`config.mk`:
```
export PLATFORM = sky130hd
export DESIGN_NAME = core_mem_arbiter
export DESIGN_NICKNAME = d
export VERILOG_FILES = /design/src/rtl/core_mem_arbiter.sv
export SDC_FILE = /design/constraint.sdc
export NUM_CORES = 1
export LEC_CHECK = 0
export BUFFER_PORTS_ARGS = -buffer_cell sky130_fd_sc_hd__buf_2
export CORE_AREA = 3 3 107 109
export DETAILED_ROUTE_END_ITERATION = 16
export DIE_AREA = 0 0 110 112
export SYNTH_ARGS = -nofsm -noshare
export SYNTH_HDL_FRONTEND = slang
export SYNTH_SLANG_ARGS = --single-unit
```
`constraint.sdc`:
```
create_clock -name clk -period 3.1 [get_ports clk]
set_clock_uncertainty 0.05 [all_clocks]
set_input_delay 0.155 -clock clk [delete_from_list [all_inputs] [get_ports clk]]
set_output_delay 0.155 -clock clk [all_outputs]
set_load 0.01 [all_outputs]
```
`src/rtl/core_mem_arbiter.sv`:
```
// core_mem_arbiter: shares one memory port between instruction fetch and
// data access. Reads are tagged with their source in an in-order FIFO so
// returning data is steered back to the requester that issued it.
//
// Optional feature macro: CORE_MEM_ARB_RR_EN
//   defined     -> round-robin arbitration on contention (last_q register)
//   not defined -> fixed data-over-fetch priority

package core_mem_arbiter_pkg;

   // Unified memory request payload. rd_en and wr_en are mutually exclusive.
   typedef struct packed {
      logic [31:0] addr;
      logic [31:0] wr_data;
      logic [3:0]  byte_en;
      logic        rd_en;
      logic        wr_en;
   } t_core2mem_req;

endpackage

module core_mem_arbiter
   import core_mem_arbiter_pkg::*;
#(
   parameter int MAX_OUTSTANDING = 2
) (
   input  logic          clk,
   input  logic          rst_n,

   input  logic          if_req_valid,
   input  logic [31:0]   if_req_addr,
   output logic          if_req_ready,
   output logic          if_rsp_valid,
   output logic [31:0]   if_rsp_data,

   input  logic          dm_req_valid,
   input  t_core2mem_req dm_req,
   output logic          dm_req_ready,
   output logic          dm_rsp_valid,
   output logic [31:0]   dm_rsp_data,

   output logic          mem_req_valid,
   output t_core2mem_req mem_req,
   input  logic          mem_req_ready,
   input  logic          mem_rsp_valid,
   input  logic [31:0]   mem_rsp_data,

   output logic          rsp_err
);

   // Pointer width never drops to zero so a depth-1 FIFO still has a legal index.
   localparam int PTR_W = (MAX_OUTSTANDING > 1) ? $clog2(MAX_OUTSTANDING) : 1;
   localparam int CNT_W = $clog2(MAX_OUTSTANDING + 1);

   localparam logic [CNT_W-1:0] CNT_MAX  = CNT_W'(MAX_OUTSTANDING);
   localparam logic [CNT_W-1:0] CNT_ONE  = CNT_W'(1);
   localparam logic [PTR_W-1:0] PTR_LAST = PTR_W'(MAX_OUTSTANDING - 1);
   localparam logic [PTR_W-1:0] PTR_ONE  = PTR_W'(1);

   // Source tags stored in the FIFO and used for the round-robin history.
   localparam logic TAG_IF = 1'b0;
   localparam logic TAG_DM = 1'b1;

   typedef enum logic [1:0] {
      GRANT_IDLE = 2'd0,
      GRANT_IF   = 2'd1,
      GRANT_DM   = 2'd2
   } t_grant;

   t_grant              grant_q;

   logic                sel_dm;
   logic                sel_valid;
   t_core2mem_req       fetch_req;

   logic                fifo_full;
   logic                fifo_empty;
   logic                accept;
   logic                push;
   logic                pop;
   logic                head_tag;

   logic [MAX_OUTSTANDING-1:0] tag_mem_q;
   logic [PTR_W-1:0]           wr_ptr_q;
   logic [PTR_W-1:0]           rd_ptr_q;
   logic [CNT_W-1:0]           count_q;

`ifdef CORE_MEM_ARB_RR_EN
   logic                last_q;
`endif

   // Advance a FIFO pointer, wrapping after the last slot.
   function automatic logic [PTR_W-1:0] ptr_next(input logic [PTR_W-1:0] ptr);
      if (ptr == PTR_LAST) begin
         return '0;
      end
      return ptr + PTR_ONE;
   endfunction

   // A fetch is always a full-word read with no write data.
   always_comb begin
      fetch_req         = '0;
      fetch_req.addr    = if_req_addr;
      fetch_req.wr_data = '0;
      fetch_req.byte_en = 4'hF;
      fetch_req.rd_en   = 1'b1;
      fetch_req.wr_en   = 1'b0;
   end

   // Pick the source: a held grant wins outright, otherwise arbitrate live valids.
   always_comb begin
      sel_dm    = 1'b0;
      sel_valid = 1'b0;
      case (grant_q)
         GRANT_IF: begin
            sel_dm    = 1'b0;
            sel_valid = if_req_valid;
         end
         GRANT_DM: begin
            sel_dm    = 1'b1;
            sel_valid = dm_req_valid;
         end
         default: begin
            sel_valid = if_req_valid || dm_req_valid;
`ifdef CORE_MEM_ARB_RR_EN
            if (if_req_valid && dm_req_valid) begin
               sel_dm = (last_q == TAG_IF);
            end else begin
               sel_dm = dm_req_valid;
            end
`else
            sel_dm = dm_req_valid;
`endif
         end
      endcase
   end

   // FIFO status flags; a full FIFO blocks new requests even if it pops this cycle.
   assign fifo_full  = (count_q == CNT_MAX);
   assign fifo_empty = (count_q == '0);

   // Present the selected request to memory and steer the handshake back.
   always_comb begin
      mem_req_valid = sel_valid && !fifo_full;
      mem_req       = '0;
      if (sel_valid) begin
         mem_req = sel_dm ? dm_req : fetch_req;
      end
      accept       = mem_req_valid && mem_req_ready;
      if_req_ready = accept && !sel_dm;
      dm_req_ready = accept && sel_dm;
      push         = accept && (!sel_dm || dm_req.rd_en);
   end

   // Route returning read data by the oldest outstanding tag; idle outputs read 0.
   always_comb begin
      pop          = mem_rsp_valid && !fifo_empty;
      head_tag     = tag_mem_q[rd_ptr_q];
      if_rsp_valid = pop && (head_tag == TAG_IF);
      dm_rsp_valid = pop && (head_tag == TAG_DM);
      if_rsp_data  = if_rsp_valid ? mem_rsp_data : '0;
      dm_rsp_data  = dm_rsp_valid ? mem_rsp_data : '0;
   end

   // Hold the chosen source while memory stalls so the payload cannot switch mid-request.
   always_ff @(posedge clk or negedge rst_n) begin
      if (!rst_n) begin
         grant_q <= GRANT_IDLE;
      end else begin
         case (grant_q)
            GRANT_IDLE: begin
               if (sel_valid && !accept) begin
                  grant_q <= sel_dm ? GRANT_DM : GRANT_IF;
               end
            end
            default: begin
               if (accept) begin
                  grant_q <= GRANT_IDLE;
               end
            end
         endcase
      end
   end

`ifdef CORE_MEM_ARB_RR_EN
   // Remember who was served last so the other side wins the next tie.
   always_ff @(posedge clk or negedge rst_n) begin
      if (!rst_n) begin
         last_q <= TAG_IF;
      end else if (accept) begin
         last_q <= sel_dm ? TAG_DM : TAG_IF;
      end
   end
`endif

   // Tag FIFO storage and write pointer: one entry per accepted read.
   always_ff @(posedge clk or negedge rst_n) begin
      if (!rst_n) begin
         tag_mem_q <= '0;
         wr_ptr_q  <= '0;
      end else if (push) begin
         tag_mem_q[wr_ptr_q] <= sel_dm ? TAG_DM : TAG_IF;
         wr_ptr_q            <= ptr_next(wr_ptr_q);
      end
   end

   // Read pointer advances on every response that has a matching tag.
   always_ff @(posedge clk or negedge rst_n) begin
      if (!rst_n) begin
         rd_ptr_q <= '0;
      end else if (pop) begin
         rd_ptr_q <= ptr_next(rd_ptr_q);
      end
   end

   // Outstanding-read count; simultaneous push and pop leave it unchanged.
   always_ff @(posedge clk or negedge rst_n) begin
      if (!rst_n) begin
         count_q <= '0;
      end else begin
         case ({push, pop})
            2'b10:   count_q <= count_q + CNT_ONE;
            2'b01:   count_q <= count_q - CNT_ONE;
            default: count_q <= count_q;
         endcase
      end
   end

   // Sticky flag for a response that nobody asked for; only reset clears it.
   always_ff @(posedge clk or negedge rst_n) begin
      if (!rst_n) begin
         rsp_err <= 1'b0;
      end else if (mem_rsp_valid && fifo_empty) begin
         rsp_err <= 1'b1;
      end
   end

endmodule

```
==> impl_metrics.json <==
{
  "status": "complete, no violations",
  "min_from": "mem_rsp_valid",
  "synth_cell_types": 35,
  "pwr-share-seq_pct": 8.5,
  "hold_path.class": "input pin to flop",
  "synth_fp_nets": 426,
  "place_ws_ns": 0.778,
  "slew_headroom_pct": 71.7,
  "r2r_slack_ns": 0.80,
  "rr_endpoint": "count_q[1]",
  "whs_path_depth": 2,
  "layout-drive-gt1-share_pct": 54.2,
  "pwr-share-comb_pct": 86.5,
  "die_h_um": 112,
  "synth_area_leaders": "and2_1, nand2_1, dfrtp_1",
  "endpoint_kind": "output port",
  "worstSetupPathType": "flop to output port",
  "finalWirelength_mm": 8.16,
  "postSynthCellCount": 282,
  "intPower_uw": 1260,
  "leakage_uw": 0.00205,
  "core_area_sq_um": 10700,
  "grt_max_degree": 42,
  "r2r.worst_path.cells": 10,
  "cp_data_arrival_time_ns": 2.28,
  "start_util_pct": 16.6,
  "maxCapViolCount": 0,
  "io_pins": 280,
  "cts_sinks": 9,
  "start_kind": "flop",
  "ys_ff_latch": 9,
  "ys.flop_type": "dfrtp_1",
  "cts_inserted_buffers": 3,
  "tightest_slew_ns": 0.424,
  "avgSynthCellArea_sq_um": 6.30,
  "worstHoldEndpoint": "rsp_err",
  "yosysWarnings": 0,
  "syn-cell-area_sq_um": 1780,
  "cp_slowest_cell": "ha_1",
  "htreeDepth": 1,
  "place_inst": 685,
  "vias_per_cell": 4.01,
  "max_stage_delay_ns": 0.46,
  "yosysSeqAreaShare_pct": 12.7,
  "area_growth_pct": 86.6,
  "crit_chain": "inv_1, ha_1, mux2i_4, buf_4, nand2_1, a21oi_1, buf_2",
  "drv_slew": 0,
  "post_cts_resized": 0,
  "insertion_delay_ns": 0.23,
  "final_antenna_net_count": 0,
  "ir_drop_v": 0.000829,
  "drt_iter0_drc": 109,
  "rows": 38,
  "grt_pass1_vias": 2416,
  "setup_ws_ns": 0.610,
  "setup_viol": 0,
  "rr_startpoint": "grant_q[1]",
  "gp_congestion": 0.795,
  "yosysTopAreaCell": "and2_1",
  "cts_tree": "built",
  "async_flop_share_pct": 100,
  "grt_pass1_wl_mm": 11.5,
  "hpwlAfterDp_mm": 6.88,
  "antenna_found_initial": 0,
  "die_w_um": 110,
  "io_buffer_count": 279,
  "nets": 695,
  "critPathRequiredTime_ns": 2.89,
  "p_switching_uw": 1470,
  "whs_ns": 0.0967,
  "startpoint": "grant_q[1]",
  "antenna_cells": 0,
  "clk_pin_slew_ns": 0.05,
  "drc": 0,
  "grt_usage_pct": 11.5,
  "die_area_sq_um": 12300,
  "fin_cells": 690,
  "max_freq_mhz": 402,
  "timing.final.crit_share_pct": 80.3,
  "drtPass1Iterations": 4,
  "hold_viol": 0,
  "post-route-util_pct": 31.0,
  "grt-ovfl-total": 0,
  "yosys.area.top_type_share_pct": 34.5,
  "rsz0062_at_grt": "no",
  "cts_root_buf": "clkbuf_8",
  "fin_tns_setup_ns": 0,
  "clk_path_buf_depth": 2,
  "wl_per_cell_um": 11.8,
  "critPathMaxFanout": 39,
  "min_period_ns": 2.49,
  "p_sw_share_pct": 53.9,
  "dr_total_vias": 2766,
  "powerDensity_nw_per_um2": 825,
  "clockPowerShare_pct": 5.0,
  "synth_edf_count": 0
}
-- sequential cells by signal (all words and copies together) (netlist names) --
name       cells
rsp_err        1
rd_ptr_q       1
wr_ptr_q       1
count_q        2
grant_q        2
tag_mem_q      2
-- logic make-up after synthesis --
kind of cell / Yosys count / synth area share, %
simple gates: 188 / 55.8
flops: 9 / 12.7
xor+xnor: 5 / 2.46
fa+ha+maj: 4 / 2.82
compound gates: 47 / 15.5
buf+inv: 26 / 8.09
mux: 3 / 2.67
-- cell type report --
cell class,instances,area [sq um]
Fill cell,1194,7380
Timing Repair Buffer,285,1440
Multi-Input combinational cell,247,1410
Sequential cell,9,225
Tap cell,140,175
Clock buffer,4,45.0
Inverter,5,18.8
-- power groups by stage --
stage                     Clock [uW]  Combinational, uW  Sequential, uW
final                            137               2370             232
after global routing             147               2640             244
after CTS                        142               2400             233
after detailed placement           0               2390             235
after global placement             0               2400             234
after floorplan                    0               1570             223
-- how the worst max path moves through the flow --
stage / slack (ns) / depth (start not counted) / endpoint
after CTS: 0.64 / 7 / mem_req[42]
after floorplan: 0.93 / 11 / count_q[1]
after global routing: 0.48 / 7 / mem_req[42]
after detailed placement: 0.78 / 10 / count_q[1]
final: 0.61 / 7 / mem_req[54]
after global placement: 0.80 / 10 / count_q[1]
-- stage by stage --
stage          cell area (sq um)  power (uW)
3_3_place_gp                3260        2630
3_5_place_dp                3260        2620
6_report                    3320        2740
4_1_cts                     3320        2780
5_1_grt                     3320        3030
2_1_floorplan               1780        1800
-- cells in the final DEF (no fill, tap or decap), types with 2 or more instances in the layout --
cell,Yosys,routed
inv_1,5,5
buf_4,3,5
xor2_1,2,2
nand3_1,2,2
xnor2_1,3,3
clkbuf_8,0,3
o31ai_1,2,2
ha_1,4,4
a22o_1,2,2
nor2_1,16,16
a31oi_1,2,2
and2_1,98,98
dfrtp_1,9,9
buf_2,10,279
a21oi_1,32,32
nand2_1,66,66
-- routing by layer --
| layer | GRT usage (%) | wire length, um | vias to the layer above |
|---|---|---|---|
| met5 | 0 | 0 | - |
| met4 | 3.57 | 111 | 0 |
| met3 | 1.45 | 964 | 8 |
| met2 | 20.2 | 3960 | 177 |
| met1 | 14.3 | 3120 | 1154 |
| li1 | - | - | 1427 |
-- synthesized netlist by cell type, types with 2 or more instances --
| library cell | number |
|---|---|
| xnor2_1 | 3 |
| ha_1 | 4 |
| nor2_1 | 16 |
| buf_2 | 10 |
| clkbuf_1 | 5 |
| xor2_1 | 2 |
| a21oi_1 | 32 |
| buf_6 | 3 |
| and2_1 | 98 |
| nand2_1 | 66 |
| o31ai_1 | 2 |
| buf_4 | 3 |
| nand3_1 | 2 |
| a31oi_1 | 2 |
| dfrtp_1 | 9 |
| a22o_1 | 2 |
| inv_1 | 5 |
-- worst max-delay path: cells and delay by family, from the launching register on --
kind	cells	cell delay, ns
compound gates	1	0.19
fa+ha+maj	1	0.46
simple gates	1	0.10
buf+inv	3	0.62
flops	1	0.38
mux	1	0.28
-- repair_timing --
| item | 4_1_cts | 5_1_grt |
|---|---|---|
| setup buffers | 0 | 0 |
| endpoints found under the setup margin | 0 | 0 |
| hold endpoints to repair | 9 | 0 |
| hold buffers | 1 | 0 |
(Power assumes the default switching activity.)
